<file path="config.mk">
export PLATFORM = sky130hd
export DESIGN_NAME = rv32i_fetch_unit
export DESIGN_NICKNAME = d
export VERILOG_FILES = /design/src/rtl/rv32i_pkg.sv /design/src/rtl/rv32i_fetch_fifo.sv /design/src/rtl/rv32i_fetch_unit.sv
export SDC_FILE = /design/constraint.sdc
export NUM_CORES = 1
export LEC_CHECK = 0
export ABC_AREA = 0
export BUFFER_PORTS_ARGS = -buffer_cell sky130_fd_sc_hd__buf_2
export CORE_MARGIN = 4
export CORE_UTILIZATION = 60
export DETAILED_ROUTE_END_ITERATION = 8
export PLACE_DENSITY = 0.85
export SETUP_SLACK_MARGIN = 0.15
export SYNTH_ARGS = -nofsm -noshare
export SYNTH_HDL_FRONTEND = slang
export SYNTH_HIERARCHICAL = 1
export SYNTH_SLANG_ARGS = --single-unit
</file>
<file path="constraint.sdc">
create_clock -name clk -period 9.4 [get_ports clk]
set_input_delay 1.88 -clock clk [delete_from_list [all_inputs] [get_ports clk]]
set_output_delay 1.88 -clock clk [all_outputs]
set_load 0.01 [all_outputs]
</file>
<file path="src/rtl/rv32i_pkg.sv">
// Shared RV32I fetch-path types and constants.
package rv32i_pkg;

    localparam int unsigned XLEN = 32;
    localparam int unsigned ILEN = 32;

    localparam logic [XLEN-1:0] PC_STEP  = 32'd4;
    localparam logic [ILEN-1:0] NOP_INST = 32'h0000_0013;

    // One prefetched instruction together with the address it came from
    typedef struct packed {
        logic [ILEN-1:0] inst;
        logic [XLEN-1:0] pc;
    } fetch_entry_t;

    // Force a PC onto a word boundary
    function automatic logic [XLEN-1:0] align_pc(input logic [XLEN-1:0] pc);
        return {pc[XLEN-1:2], 2'b00};
    endfunction

endpackage

</file>
<file path="src/rtl/rv32i_fetch_fifo.sv">
// Prefetch FIFO of fetch entries; flush wins over push, head read from storage.
module rv32i_fetch_fifo
    import rv32i_pkg::*;
#(
    parameter int unsigned DEPTH = 2
) (
    input  logic                              clk,
    input  logic                              reset,
    input  logic                              i_push,
    input  fetch_entry_t                      i_push_data,
    input  logic                              i_pop,
    input  logic                              i_flush,
    output fetch_entry_t                      o_head,
    output logic [$clog2(DEPTH):0]            o_count,
    output logic                              o_full,
    output logic                              o_empty
);

    localparam int unsigned AW = $clog2(DEPTH);
    localparam int unsigned CW = AW + 1;

    fetch_entry_t    r_mem [DEPTH];
    logic [AW-1:0]   r_wr_ptr;
    logic [AW-1:0]   r_rd_ptr;
    logic [CW-1:0]   r_count;

    logic            w_push_en;
    logic            w_pop_en;

    assign o_empty   = (r_count == '0);
    assign o_full    = (r_count == CW'(DEPTH));
    assign w_pop_en  = i_pop & ~o_empty;
    // A push into a full FIFO is only taken when the head leaves the same cycle
    assign w_push_en = i_push & (~o_full | w_pop_en);

    // Pointer and occupancy bookkeeping
    always_ff @(posedge clk) begin
        if (reset || i_flush) begin
            r_wr_ptr <= '0;
            r_rd_ptr <= '0;
            r_count  <= '0;
        end else begin
            if (w_push_en) begin
                r_wr_ptr <= r_wr_ptr + AW'(1);
            end
            if (w_pop_en) begin
                r_rd_ptr <= r_rd_ptr + AW'(1);
            end
            r_count <= r_count + CW'(w_push_en) - CW'(w_pop_en);
        end
    end

    // Entry storage; not reset, the head is masked while empty
    always_ff @(posedge clk) begin
        if (w_push_en && !i_flush && !reset) begin
            r_mem[r_wr_ptr] <= i_push_data;
        end
    end

    assign o_head  = o_empty ? '0 : r_mem[r_rd_ptr];
    assign o_count = r_count;

endmodule

</file>
<file path="src/rtl/rv32i_fetch_unit.sv">
// RV32I instruction fetch: PC, request credits, stale-response discard, RUN/HALT control.
module rv32i_fetch_unit
    import rv32i_pkg::*;
#(
    parameter logic [31:0] RESET_PC = 32'h0000_0000,
    parameter int unsigned DEPTH    = 2
) (
    input  logic        clk,
    input  logic        reset,
    output logic        imem_req_valid,
    input  logic        imem_req_ready,
    output logic [31:0] imem_req_addr,
    input  logic        imem_rsp_valid,
    input  logic [31:0] imem_rsp_data,
    output logic        inst_valid,
    input  logic        inst_ready,
    output logic [31:0] inst,
    output logic [31:0] inst_pc,
    input  logic        redirect_valid,
    input  logic [31:0] redirect_pc,
    output logic        misaligned
);

    localparam int unsigned CW = $clog2(DEPTH) + 1;
    localparam int unsigned SW = CW + 1;

    localparam logic [0:0] ST_RUN  = 1'b0;
    localparam logic [0:0] ST_HALT = 1'b1;

    logic [0:0]      r_state;
    logic [31:0]     r_fetch_pc;
    logic [31:0]     r_rsp_pc;
    logic [CW-1:0]   r_outstanding;
    logic [CW-1:0]   r_discard;
    logic            r_req_valid;
    logic            r_misaligned;

    logic [0:0]      w_state_next;
    logic [31:0]     w_fetch_pc_next;
    logic [31:0]     w_rsp_pc_next;
    logic [CW-1:0]   w_outstanding_next;
    logic [CW-1:0]   w_discard_next;
    logic [CW-1:0]   w_count_next;
    logic            w_req_valid_next;
    logic            w_misaligned_next;

    logic            w_accept;
    logic            w_pop;
    logic            w_push;
    logic            w_redir_misal;
    logic [31:0]     w_redir_pc;

    fetch_entry_t    w_push_data;
    fetch_entry_t    w_head;
    logic [CW-1:0]   w_fifo_count;
    logic            w_fifo_full;
    logic            w_fifo_empty;

    assign w_accept      = r_req_valid & imem_req_ready;
    assign w_pop         = ~w_fifo_empty & inst_ready;
    assign w_redir_misal = redirect_valid & (redirect_pc[1:0] != 2'b00);
    assign w_redir_pc    = align_pc(redirect_pc);
    // Keep a response only when no redirect is killing it and nothing stale is pending
    assign w_push        = imem_rsp_valid & ~redirect_valid & (r_discard == '0)
                           & (~w_fifo_full | w_pop);
    assign w_push_data   = '{inst: imem_rsp_data, pc: r_rsp_pc};

    rv32i_fetch_fifo #(
        .DEPTH (DEPTH)
    ) u_fifo (
        .clk         (clk),
        .reset       (reset),
        .i_push      (w_push),
        .i_push_data (w_push_data),
        .i_pop       (w_pop),
        .i_flush     (redirect_valid),
        .o_head      (w_head),
        .o_count     (w_fifo_count),
        .o_full      (w_fifo_full),
        .o_empty     (w_fifo_empty)
    );

    // Next-state: FSM, PCs, credit and discard counters, registered request valid
    always_comb begin
        w_state_next       = r_state;
        w_fetch_pc_next    = r_fetch_pc;
        w_rsp_pc_next      = r_rsp_pc;
        w_outstanding_next = r_outstanding + CW'(w_accept) - CW'(imem_rsp_valid);
        w_discard_next     = r_discard;
        w_misaligned_next  = r_misaligned;
        w_count_next       = w_fifo_count + CW'(w_push) - CW'(w_pop);

        case (r_state)
            ST_RUN: begin
                if (w_redir_misal) begin
                    w_state_next = ST_HALT;
                end
            end
            ST_HALT: begin
                if (redirect_valid && !w_redir_misal) begin
                    w_state_next = ST_RUN;
                end
            end
            default: begin
                w_state_next = ST_RUN;
            end
        endcase

        if (imem_rsp_valid && (r_discard != '0)) begin
            w_discard_next = r_discard - CW'(1);
        end
        if (w_accept) begin
            w_fetch_pc_next = r_fetch_pc + PC_STEP;
        end
        if (w_push) begin
            w_rsp_pc_next = r_rsp_pc + PC_STEP;
        end

        // Redirect: everything in flight, including this cycle's accept, is stale
        if (redirect_valid) begin
            w_fetch_pc_next   = w_redir_pc;
            w_rsp_pc_next     = w_redir_pc;
            w_discard_next    = w_outstanding_next;
            w_misaligned_next = w_redir_misal;
            w_count_next      = '0;
        end

        w_req_valid_next = (w_state_next == ST_RUN) &&
                           ((SW'(w_count_next) + SW'(w_outstanding_next)) < SW'(DEPTH));
    end

    // State registers
    always_ff @(posedge clk) begin
        if (reset) begin
            r_state       <= ST_RUN;
            r_fetch_pc    <= RESET_PC;
            r_rsp_pc      <= RESET_PC;
            r_outstanding <= '0;
            r_discard     <= '0;
            r_req_valid   <= 1'b0;
            r_misaligned  <= 1'b0;
        end else begin
            r_state       <= w_state_next;
            r_fetch_pc    <= w_fetch_pc_next;
            r_rsp_pc      <= w_rsp_pc_next;
            r_outstanding <= w_outstanding_next;
            r_discard     <= w_discard_next;
            r_req_valid   <= w_req_valid_next;
            r_misaligned  <= w_misaligned_next;
        end
    end

    assign imem_req_valid = r_req_valid;
    assign imem_req_addr  = r_fetch_pc;
    assign inst_valid     = ~w_fifo_empty;
    assign inst           = w_head.inst;
    assign inst_pc        = w_head.pc;
    assign misaligned     = r_misaligned;

endmodule

</file>
==> impl_results.md <==
* Standard cell area after detailed placement at 9730 um2
* Type of the tightest min-delay check: flip-flop to flip-flop
* Leading cell types in the layout, fill and taps excluded: sky130_fd_sc_hd__buf_2, sky130_fd_sc_hd__edfxtp_1, sky130_fd_sc_hd__nor2_1
* First-pass GRT wire length at 29.0 mm
* Maximum VDD drop at 0.153 mV
* Power density cells at 184 nW/um2
* Outcome: completed
* Post-CTS setup buffers at 0
* Die Ht at 129 um
* Area share of fa/ha/maj cells after synthesis at 1.37%
* Share of synthesized registers carrying an async set or reset at 0%
* Proportion of power drawn by flip-flops and latches at 52.5%
* Register area share after synthesis at 60.1%
* Total standard cell area after synthesis at 8800 um2
* HPWL reported at the end of detailed placement at 12.2 mm
* CTS clk-pin slew, worst paths at 0.07 ns
* Total power of the final layout at 1.91 mW
* Global routing usage on met3 at 5.07%
* Worst Max-Slew Pin Slew at 1.11 ns
* Initial Utilization at 62.4%
* Post-synth EDFFs at 128
* Switching Share at 22.4%
* Achievable Freq at 250 MHz
* Total vias in the final route at 6,104
* Core Util, Final at 73.5%
* Share of synthesized area spent on multiplexers at 7.39%
* Ranking of synthesized cells by area: sky130_fd_sc_hd__edfxtp_1, sky130_fd_sc_hd__dfxtp_1, sky130_fd_sc_hd__mux2i_1
* Ratio of routed vias to standard cells at 5.64
* Leading cell type in the layout, fill and taps excluded: sky130_fd_sc_hd__buf_2
* Number of nets in the final layout at 969
* Required time at the endpoint of the critical path at 7.52 ns
* Sort of element at the end of the critical path: output port
* Final antenna diode count at 0
* Maximum clock skew at final layout at 0.00845 ns
* Average wire length per cell after detail routing at 16.9 um
* # setup viols final at 0
* Critical path type: flip-flop to output port
* Latest clock arrival within the worst-skew pair at 0.43 ns
* Post-synthesis share of cell area spent on and, or, nand and nor gates at 13.7%
* Area fraction in compound gates after synthesis at 7.64%
* Aggregate global routing overflow at 0
* Count of buffers inserted at the top-level ports at 166
* Distinct cells, synth at 43
* Slew headroom at 26.1%
* Clock power frac at 39.3%
* Clock tree from TritonCTS: built
* H-Tree Level Count at 4
* Clock root buffer: sky130_fd_sc_hd__clkbuf_16
* Number of global-route vias before repair at 5,878
* Static leakage at 3.96 nW
* Gate power share at 8.2%
* Total global routing track utilization at 22.3%
* P_int at 1.48 mW
* Worst slack after detailed placement at 5.19 ns
* Number of search-and-repair iterations in the first detailed-routing pass at 5
* Std cell rows at 43
* Drt drc at 0
* Number of clock sinks at 200
* Average instance area after synthesis at 12.0 um2
* Post-route setup slack at 5.40 ns
* Yosys top cell by area: sky130_fd_sc_hd__edfxtp_1
* Number of synthesized register bits at 200
* Main flop type after synthesis: sky130_fd_sc_hd__edfxtp_1
* X dimension of the die at 129 um
* Area of the core at 14,100 um2
* Category of the worst setup path launch point: flip-flop
* Clock Path Buffers at 2
* Initial antenna violation count at 0
* Largest net degree at the start of global routing at 70
* Number of warnings printed during yosys synthesis at 6
* Met1 layer usage reported by global route at 30.6%
* Unrepaired setup endpoints after global routing: false
* Filler-free cell count of the finished design at 1,083
* Cell count after placement at 1,051
* Number of max-slew violations in the final report at 0
* Ratio of cells with drive above 1 in the final layout at 23.8%
* Finished Cell Area at 10,400 um2
* Detailed router's first-iteration violation count at 652
* Fraction of post-synthesis cell area in the top cell type by area at 43.7%
* Post-route fraction of the period consumed by the critical path at 42.5%
* Summed negative setup slack over all endpoints at 0 ns
* Die outline area at 16,700 um2
* Number of CTS-inserted buffers at 17
* Post-Route WL at 18.3 mm
* Hold Slack at 0.494 ns
* Switching power of the nets at 0.427 mW
* Number of failing hold endpoints at the final stage at 0
* Post-synthesis xor/xnor area fraction at 6.27%
* Post-cts hold buffer count at 0
* Routability congestion estimate at 0.836
* Area growth from synthesis to layout at 17.7%
* Maximum net fanout on the critical path at 64
* Most congested layer reported by global routing: met2
* Gate count of the mapped netlist at 736
* Final critical delay including setup and external delays at 4.00 ns
* Max-capacitance violation count at 0
* Antenna Violating Nets Remaining at 0
* Number of cells upsized or downsized after cts at 0
* Main combinational cell family by area after synthesis: simple AND/OR/NAND/NOR gates
* Arrival @ worst endpoint at 2.12 ns
* Met2 Resource Use GR at 35.5%
* Top Ports at 169
## worst max-delay path, cell delays in order, from the launching register on
cell                      delay, ns
sky130_fd_sc_hd__dfxtp_4       1.05
sky130_fd_sc_hd__mux2i_1       0.33
sky130_fd_sc_hd__nor2_1        0.07
sky130_fd_sc_hd__buf_2         0.16
## path summary, 6_finish.rpt
path	to	start	slack, ns	depth (start not counted)
worst min-delay path	misaligned	misaligned	0.49	2
worst max-delay path	inst[11]	flip-flop	5.40	3
worst max register to register	u_fifo/r_mem[1][45]	u_fifo/o_count[1]	6.45	7
worst min register to register	misaligned	misaligned	0.49	2
## cells by family (layout without fill, tap and decap cells)
| family | Yosys count | after routing |
|---|---|---|
| AO/OA/AOI/OAI | 99 | 99 |
| XOR/XNOR | 63 | 63 |
| adder cells (fa/ha/maj) | 9 | 9 |
| buffers and inverters | 71 | 233 |
| flip-flops | 200 | 200 |
| multiplexers | 65 | 65 |
| other | 1 | 6 |
| AND/OR/NAND/NOR | 228 | 228 |
## layout make-up
| class | count | area, um2 |
|---|---|---|
| clock inverter | 9 | 108 |
| inverter | 31 | 116 |
| fill | 977 | 3740 |
| clock buffer | 23 | 520 |
| multi-input combinational | 470 | 3240 |
| timing repair buffer | 170 | 861 |
| sequential | 200 | 5290 |
| tap | 180 | 225 |
## registers in the layout (all words and copies together), names as in the netlist, named ones only
signal	cells
u_fifo/r_rd_ptr	1
r_outstanding	2
u_fifo/r_mem	128
u_fifo/r_wr_ptr	1
r_state	1
misaligned	1
u_fifo/o_count	2
imem_req_valid	1
imem_req_addr	30
r_discard	2
r_rsp_pc	30
## power by group through the flow
stage          combinational, mW  clock (mW)  sequential, mW
6_report                   0.155       0.750            1.00
5_1_grt                    0.172       0.799            1.01
4_1_cts                    0.156       0.759            1.00
3_5_place_dp               0.154           0            1.02
3_3_place_gp               0.149           0            1.02
2_1_floorplan             0.0932           0            1.01
## cell usage after synthesis (all sizes together), types with 2 or more instances
| master | n |
|---|---|
| edfxtp | 128 |
| nor2 | 84 |
| dfxtp | 72 |
| mux2i | 65 |
| a21boi | 40 |
| xor2 | 37 |
| a21oi | 31 |
| inv | 31 |
| nand4 | 27 |
| xnor2 | 26 |
| nand2 | 25 |
| nand3 | 25 |
| clkbuf | 23 |
| buf | 17 |
| and3 | 14 |
| nor4 | 13 |
| a211oi | 12 |
| and4 | 11 |
| nor3 | 10 |
| and2 | 9 |
| ha | 8 |
| nor2b | 5 |
| o21ai | 4 |
| o22ai | 4 |
| a2bb2oi | 2 |
| o21a | 2 |
| or3 | 2 |
## per-layer routing
layer,wire length [um],vias up
met5,0,-
met4,198,0
met3,1540,24
met2,8450,277
met1,8100,2844
li1,-,2959
Note: power is estimated with default switching activity, not from simulation.
